$ cat src/rtl/ex_led_flow_pkg.sv
// Shared encodings for the LED pattern demo: pattern modes, FSM states and
// bounce direction. Imported by the top and by anything decoding its state.
package ex_led_flow_pkg;

    typedef enum logic [1:0] {
        MODE_RL  = 2'b00,   // ring rotate left
        MODE_RR  = 2'b01,   // ring rotate right
        MODE_BNC = 2'b10,   // one-hot bounce between the ends
        MODE_BLK = 2'b11    // all LEDs blink together
    } mode_e;

    typedef enum logic [1:0] {
        ST_IDLE = 2'b00,
        ST_LOAD = 2'b01,
        ST_RUN  = 2'b10
    } state_e;

    typedef enum logic {
        DIR_LEFT  = 1'b0,
        DIR_RIGHT = 1'b1
    } dir_e;

endpackage

$ cat src/rtl/ex_prescaler.sv
// Prescaler: counts sclk cycles while run is high and emits a registered
// one-cycle tick each time the count wraps from DIV_MAX-1 back to 0.
// With run low the count is parked at 0, so the next run phase always
// yields its first tick exactly DIV_MAX cycles later.
module ex_prescaler #(
    parameter int DIV_MAX = 25_000_000,
    parameter int CNT_W   = 25
) (
    input  logic sclk,
    input  logic rst,
    input  logic run,
    output logic tick
);

    localparam logic [CNT_W-1:0] PRESC_LAST = CNT_W'(DIV_MAX - 1);
    localparam logic [CNT_W-1:0] PRESC_ZERO = {CNT_W{1'b0}};
    localparam logic [CNT_W-1:0] PRESC_ONE  = CNT_W'(1);

    logic [CNT_W-1:0] presc_r;
    logic             tick_r;

    // Count cycles while running; wrap and pulse tick at the last count.
    always_ff @(posedge sclk) begin
        if (rst) begin
            presc_r <= PRESC_ZERO;
            tick_r  <= 1'b0;
        end else if (!run) begin
            presc_r <= PRESC_ZERO;
            tick_r  <= 1'b0;
        end else if (presc_r == PRESC_LAST) begin
            presc_r <= PRESC_ZERO;
            tick_r  <= 1'b1;
        end else begin
            presc_r <= presc_r + PRESC_ONE;
            tick_r  <= 1'b0;
        end
    end

    assign tick = tick_r;

endmodule

$ cat src/rtl/ex_led_flow.sv
// LED pattern stage: a prescaler tick steps a small IDLE/LOAD/RUN FSM that
// drives ring, bounce or blink patterns onto the board LEDs. Enable is only
// acted on at tick boundaries while running, and the pattern mode is frozen
// at LOAD, so a step is never disturbed by input changes between ticks.
module ex_led_flow
    import ex_led_flow_pkg::*;
#(
    parameter int DIV_MAX = 25_000_000,
    parameter int LED_W   = 4,
    parameter int CNT_W   = 25
) (
    input  logic             sclk,
    input  logic             rst,
    input  logic             en,
    input  logic [1:0]       mode,
    output logic [LED_W-1:0] led,
    output logic             tick,
    output logic             busy
);

    localparam logic [LED_W-1:0] LED_OFF = {LED_W{1'b0}};
    localparam logic [LED_W-1:0] LED_ALL = {LED_W{1'b1}};

    state_e           state_r, state_s;
    mode_e            mode_r,  mode_s;
    dir_e             dir_r,   dir_s;
    logic [LED_W-1:0] led_r,   led_s;
    logic             busy_r;
    logic             tick_s;
    logic             run_s;

    // Starting pattern for a freshly loaded mode.
    function automatic logic [LED_W-1:0] load_pattern(input mode_e m);
        logic [LED_W-1:0] p;
        p = LED_OFF;
        case (m)
            MODE_RR:  p[LED_W-1] = 1'b1;
            MODE_BLK: p          = LED_ALL;
            default:  p[0]       = 1'b1;
        endcase
        return p;
    endfunction

    // The counter runs whenever a pattern is active or about to start. On the
    // tick that drops back to IDLE it is parked, so a quick re-enable still
    // waits a full period for its first step.
    always_comb begin
        run_s = en;
        if (state_r != ST_IDLE) begin
            run_s = en || !tick_s;
        end else begin
            run_s = en;
        end
    end

    ex_prescaler #(
        .DIV_MAX (DIV_MAX),
        .CNT_W   (CNT_W)
    ) u_prescaler (
        .sclk (sclk),
        .rst  (rst),
        .run  (run_s),
        .tick (tick_s)
    );

    // Next-state, latched mode/direction and next LED pattern.
    always_comb begin
        state_s = state_r;
        mode_s  = mode_r;
        dir_s   = dir_r;
        led_s   = led_r;
        case (state_r)
            ST_IDLE: begin
                if (en) begin
                    state_s = ST_LOAD;
                    mode_s  = mode_e'(mode);
                    dir_s   = DIR_LEFT;
                    led_s   = load_pattern(mode_e'(mode));
                end else begin
                    state_s = ST_IDLE;
                    led_s   = LED_OFF;
                end
            end
            ST_LOAD: begin
                state_s = ST_RUN;
            end
            ST_RUN: begin
                if (tick_s && en) begin
                    case (mode_r)
                        MODE_RL:  led_s = {led_r[LED_W-2:0], led_r[LED_W-1]};
                        MODE_RR:  led_s = {led_r[0], led_r[LED_W-1:1]};
                        MODE_BNC: begin
                            // Turn around at the ends in the same step so the
                            // end LED is never shown twice in a row.
                            if (dir_r == DIR_LEFT) begin
                                if (led_r[LED_W-1]) begin
                                    led_s = {1'b0, led_r[LED_W-1:1]};
                                    dir_s = DIR_RIGHT;
                                end else begin
                                    led_s = {led_r[LED_W-2:0], 1'b0};
                                end
                            end else begin
                                if (led_r[0]) begin
                                    led_s = {led_r[LED_W-2:0], 1'b0};
                                    dir_s = DIR_LEFT;
                                end else begin
                                    led_s = {1'b0, led_r[LED_W-1:1]};
                                end
                            end
                        end
                        MODE_BLK: led_s = ~led_r;
                        default:  led_s = led_r;
                    endcase
                end else if (tick_s) begin
                    state_s = ST_IDLE;
                    dir_s   = DIR_LEFT;
                    led_s   = LED_OFF;
                end else begin
                    state_s = ST_RUN;
                end
            end
            default: begin
                state_s = ST_IDLE;
                dir_s   = DIR_LEFT;
                led_s   = LED_OFF;
            end
        endcase
    end

    // State, pattern and busy registers; busy tracks the state being entered.
    always_ff @(posedge sclk) begin
        if (rst) begin
            state_r <= ST_IDLE;
            mode_r  <= MODE_RL;
            dir_r   <= DIR_LEFT;
            led_r   <= LED_OFF;
            busy_r  <= 1'b0;
        end else begin
            state_r <= state_s;
            mode_r  <= mode_s;
            dir_r   <= dir_s;
            led_r   <= led_s;
            busy_r  <= (state_s != ST_IDLE);
        end
    end

    assign led  = led_r;
    assign tick = tick_s;
    assign busy = busy_r;

endmodule
$ cat config.mk
export PLATFORM = sky130hd
export DESIGN_NAME = ex_led_flow
export DESIGN_NICKNAME = d
export VERILOG_FILES = /design/src/rtl/ex_led_flow_pkg.sv /design/src/rtl/ex_prescaler.sv /design/src/rtl/ex_led_flow.sv
export SDC_FILE = /design/constraint.sdc
export NUM_CORES = 1
export LEC_CHECK = 0
export BUFFER_PORTS_ARGS = -buffer_cell sky130_fd_sc_hd__buf_2
export CAP_MARGIN = 20
export CORE_ASPECT_RATIO = 0.7
export CORE_UTILIZATION = 55
export DETAILED_ROUTE_END_ITERATION = 8
export PLACE_DENSITY = 0.76
export SLEW_MARGIN = 20
export SYNTH_ARGS = -nofsm -noshare
export SYNTH_HDL_FRONTEND = slang
export SYNTH_SLANG_ARGS = --single-unit
$ cat constraint.sdc
create_clock -name sclk -period 4.1 [get_ports sclk]
set_input_delay 0.82 -clock sclk [delete_from_list [all_inputs] [get_ports sclk]]
set_output_delay 0.82 -clock sclk [all_outputs]
set_load 0.005 [all_outputs]
==> summary.txt <==
Run status
  – Status: finished, violations left
  – Failing checks: design-rule violations

Power and ir drop
  – Sw Share: 0.2362
  – Clock power frac: 0.431
  – Total power: between 0.7 and 0.8 mW
  – Max IR drop VDD: 0.0002335 V
  – P_leak: between 0.6 and 0.7 nW
  – Sequential power share: 0.505
  – Pwr dens: 366.1 nW/um^2
  – Comb power frac: 0.064
  – Switching pwr: 0.1719 mW
  – Int Pwr: 0.5559 mW

Route
  – Initial DRC count: 141
  – Total number of vias: 1590
  – WL/cell: ~14 um
  – Vias/cell: 6.000
  – DR pass1 iterations: 6
  – DRT antenna net count: 0
  – Routed WL: 3656 um
  – DR DRC count: 2

Placement
  – IO buf count: 10
  – Dpl cells: 257
  – Routability Congestion: slightly above 0.8
  – Dpl hpwl: about 2600 um

Global routing
  – First-pass GRT wire length: 6016 um
  – Vias in the first global route: 1336
  – Tot GR Track Use: 0.2237
  – Initial antenna violation count: 0
  – Pin count of the biggest net entering global routing: 15
  – Total gr overflow: 0

Worst setup path
  – Setup crit start kind: flip-flop
  – Worst path slowest cell: o31ai_2
  – CP arrival: 2.40 ns
  – Crit path required time: approximately 4.3 ns
  – CP max FO: 14
  – Critical path buffer and inverter count: 1
  – CP max stage delay: just under 0.7 ns
  – Worst path top cell family by delay: compound AO/OA/AOI/OAI gates
  – Crit-path cells: ha_1 -> nand2_1 -> or2_2 -> o31ai_2 -> buf_4 -> nor2_1
  – Worst R2R Path Depth: 6
  – Critical path depth: 6
  – Worst setup EP type: flip-flop
  – Crit Path Class: flip-flop to flip-flop

CTS
  – PostCTS Resize Cnt: 0
  – Post-CTS Setup Bufs: 0
  – Htree depth: 2
  – Worst-Skew Late Latency: between 0.2 and 0.3 ns
  – Clk sinks: 36
  – Clk pin slew, worst setup/hold paths: 0.07 ns
  – Clock buffer depth: 2
  – Num CTS Buffers: 5
  – Post-CTS Hold Fix Bufs: 0
  – Root buf cell: clkbuf_8
  – CTS tree: built

Timing
  – RSZ-0062 raised after global routing: false
  – Final cycle utilization of the critical path: 0.5388
  – Relative slew slack: 0.4828
  – Sum Neg Setup Slack: 0 ns
  – Fin. Hold Viols: 0
  – Worst-Margin Slew: 0.7712 ns
  – Fin crit period: 2.209 ns
  – Slew Limit Fails: 0
  – Max Fclk: 452.6 MHz
  – Clock skew: ~0.0036 ns
  – Setup violators final: 0

Logic synthesis
  – Mean post-synth cell area: 8.370 um^2
  – Yosys warning total: 0
  – EDFF count, synth: 0
  – Area leader, netlist: dfxtp_1
  – Area contributors post-synth: dfxtp_1, a21oi_1, xnor2_1
  – Most common cell in the netlist: dfxtp_1
  – Syn_nets: 222
  – Post-synth top cells: dfxtp_1, a21oi_1, nor2_1
  – Post-Syn Area: between 1500 and 2000 um^2
  – Synth top area share: 0.3986
  – Top_reg_cell synth: dfxtp_1
  – #FFs+latches synth: 36
  – Synthesized instance count: 216
  – FFs w/ async S/R, synth: 0
  – Sequential element share of the synthesized area: 0.3986
  – Unique masters post-synth: 49

Hold path
  – Hold Crit Class: flip-flop to flip-flop
  – Hold path depth: 1

Cells and area
  – Nets: ~230
  – Diodes inserted: 0
  – Finished Layout Cells: 265
  – Final core occ: 0.6316
  – Share of cells above drive strength 1: 0.1454
  – Area Growth Syn to Fin: 9.966%

Floorplanning
  – I/O pin cnt: 11
  – Core region area: between 3000 and 4000 um^2
  – Die height: roughly 50 um
  – Die W: 70.53 um
  – Die footprint: 3524 um^2
  – Rows: 17
  – Starting density of the core: 0.5743

Run
  – Max Cap Violations: 0
-- power by group through the flow --
stage	Sequential (mW)	Clock [mW]	Combinational, mW
finish	0.368	0.314	0.0462
global route	0.370	0.336	0.0509
CTS	0.367	0.317	0.0460
detailed placement	0.376	0	0.0459
global placement	0.375	0	0.0437
floorplan	0.371	0	0.0346
-- state kept, by name (all words and copies together) (netlist names) --
| name | flops |
|---|---|
| led | 4 |
| u_prescaler.presc_r | 25 |
| u_prescaler.tick | 1 |
| dir_r | 1 |
| state_r | 2 |
| busy | 1 |
| mode_r | 2 |
-- per-layer routing --
metal | GRT usage | part of all wire | vias to the layer above
li1 | - | - | 809
met2 | 0.3204 | 0.44 | 39
met1 | 0.3077 | 0.49 | 735
met4 | 0.07823 | 0.010 | 0
met5 | 0 | 0 | -
met3 | 0.08180 | 0.062 | 7
-- layout make-up --
type	count	area, um^2
clock buffer	5	68.82
clock inverter	3	42.54
fill	273	1160
inverter	9	33.78
multi-input combinational	163	1017
sequential	36	720.7
tap	38	47.55
timing repair buffer	11	57.56
-- metrics by stage --
step	instance area [um^2]	setup slack [ns]	hold slack [ns]
5_1_grt	1988	1.692	0.5025
2_1_floorplan	1808	2.133	0.4299
3_3_place_gp	1877	1.953	0.4469
4_1_cts	1988	1.846	0.4771
3_5_place_dp	1877	1.851	0.4614
6_report	1988	1.891	0.4718
-- cells in the final DEF (no fill, tap or decap), types with 2 or more instances in the layout --
| cell type | netlist | routed |
|---|---|---|
| o311ai_0 | 2 | 2 |
| nor2b_1 | 3 | 3 |
| nand3_1 | 5 | 5 |
| inv_1 | 9 | 9 |
| nor3_1 | 6 | 6 |
| and3_1 | 4 | 4 |
| a21oi_1 | 20 | 20 |
| nand2_1 | 19 | 19 |
| clkbuf_8 | 0 | 5 |
| nand4_1 | 3 | 3 |
| nor2_1 | 20 | 20 |
| o31ai_1 | 7 | 6 |
| nand2b_1 | 7 | 7 |
| o21ai_0 | 10 | 10 |
| or4_4 | 2 | 2 |
| and2_1 | 3 | 3 |
| nor4_1 | 2 | 2 |
| dfxtp_1 | 36 | 36 |
| o22ai_1 | 2 | 2 |
| a31oi_1 | 3 | 3 |
| xor2_1 | 3 | 3 |
| or3_2 | 4 | 4 |
| xnor2_1 | 9 | 9 |
| buf_2 | 3 | 10 |
| or4_1 | 6 | 6 |
-- final timing paths --
check / startpoint / end / slack [ns]
hold reg to reg: u_prescaler.presc_r[0] / u_prescaler.presc_r[0] / 0.47
hold / removal: u_prescaler.presc_r[0] / u_prescaler.presc_r[0] / 0.47
setup reg to reg: u_prescaler.presc_r[0] / u_prescaler.presc_r[14] / 1.89
setup / recovery: u_prescaler.presc_r[0] / u_prescaler.presc_r[14] / 1.89
-- kinds of logic (layout without fill, tap and decap cells) --
logic type / Yosys count / count (layout) / synth area share
buf+inv: 17 / 28 / 0.04152
compound gates: 54 / 54 / 0.1876
fa+ha+maj: 1 / 1 / 0.006919
flops: 36 / 36 / 0.3986
xor+xnor: 12 / 12 / 0.05814
simple gates: 96 / 96 / 0.3073
No activity file was read; power rests on OpenSTA's default activity.
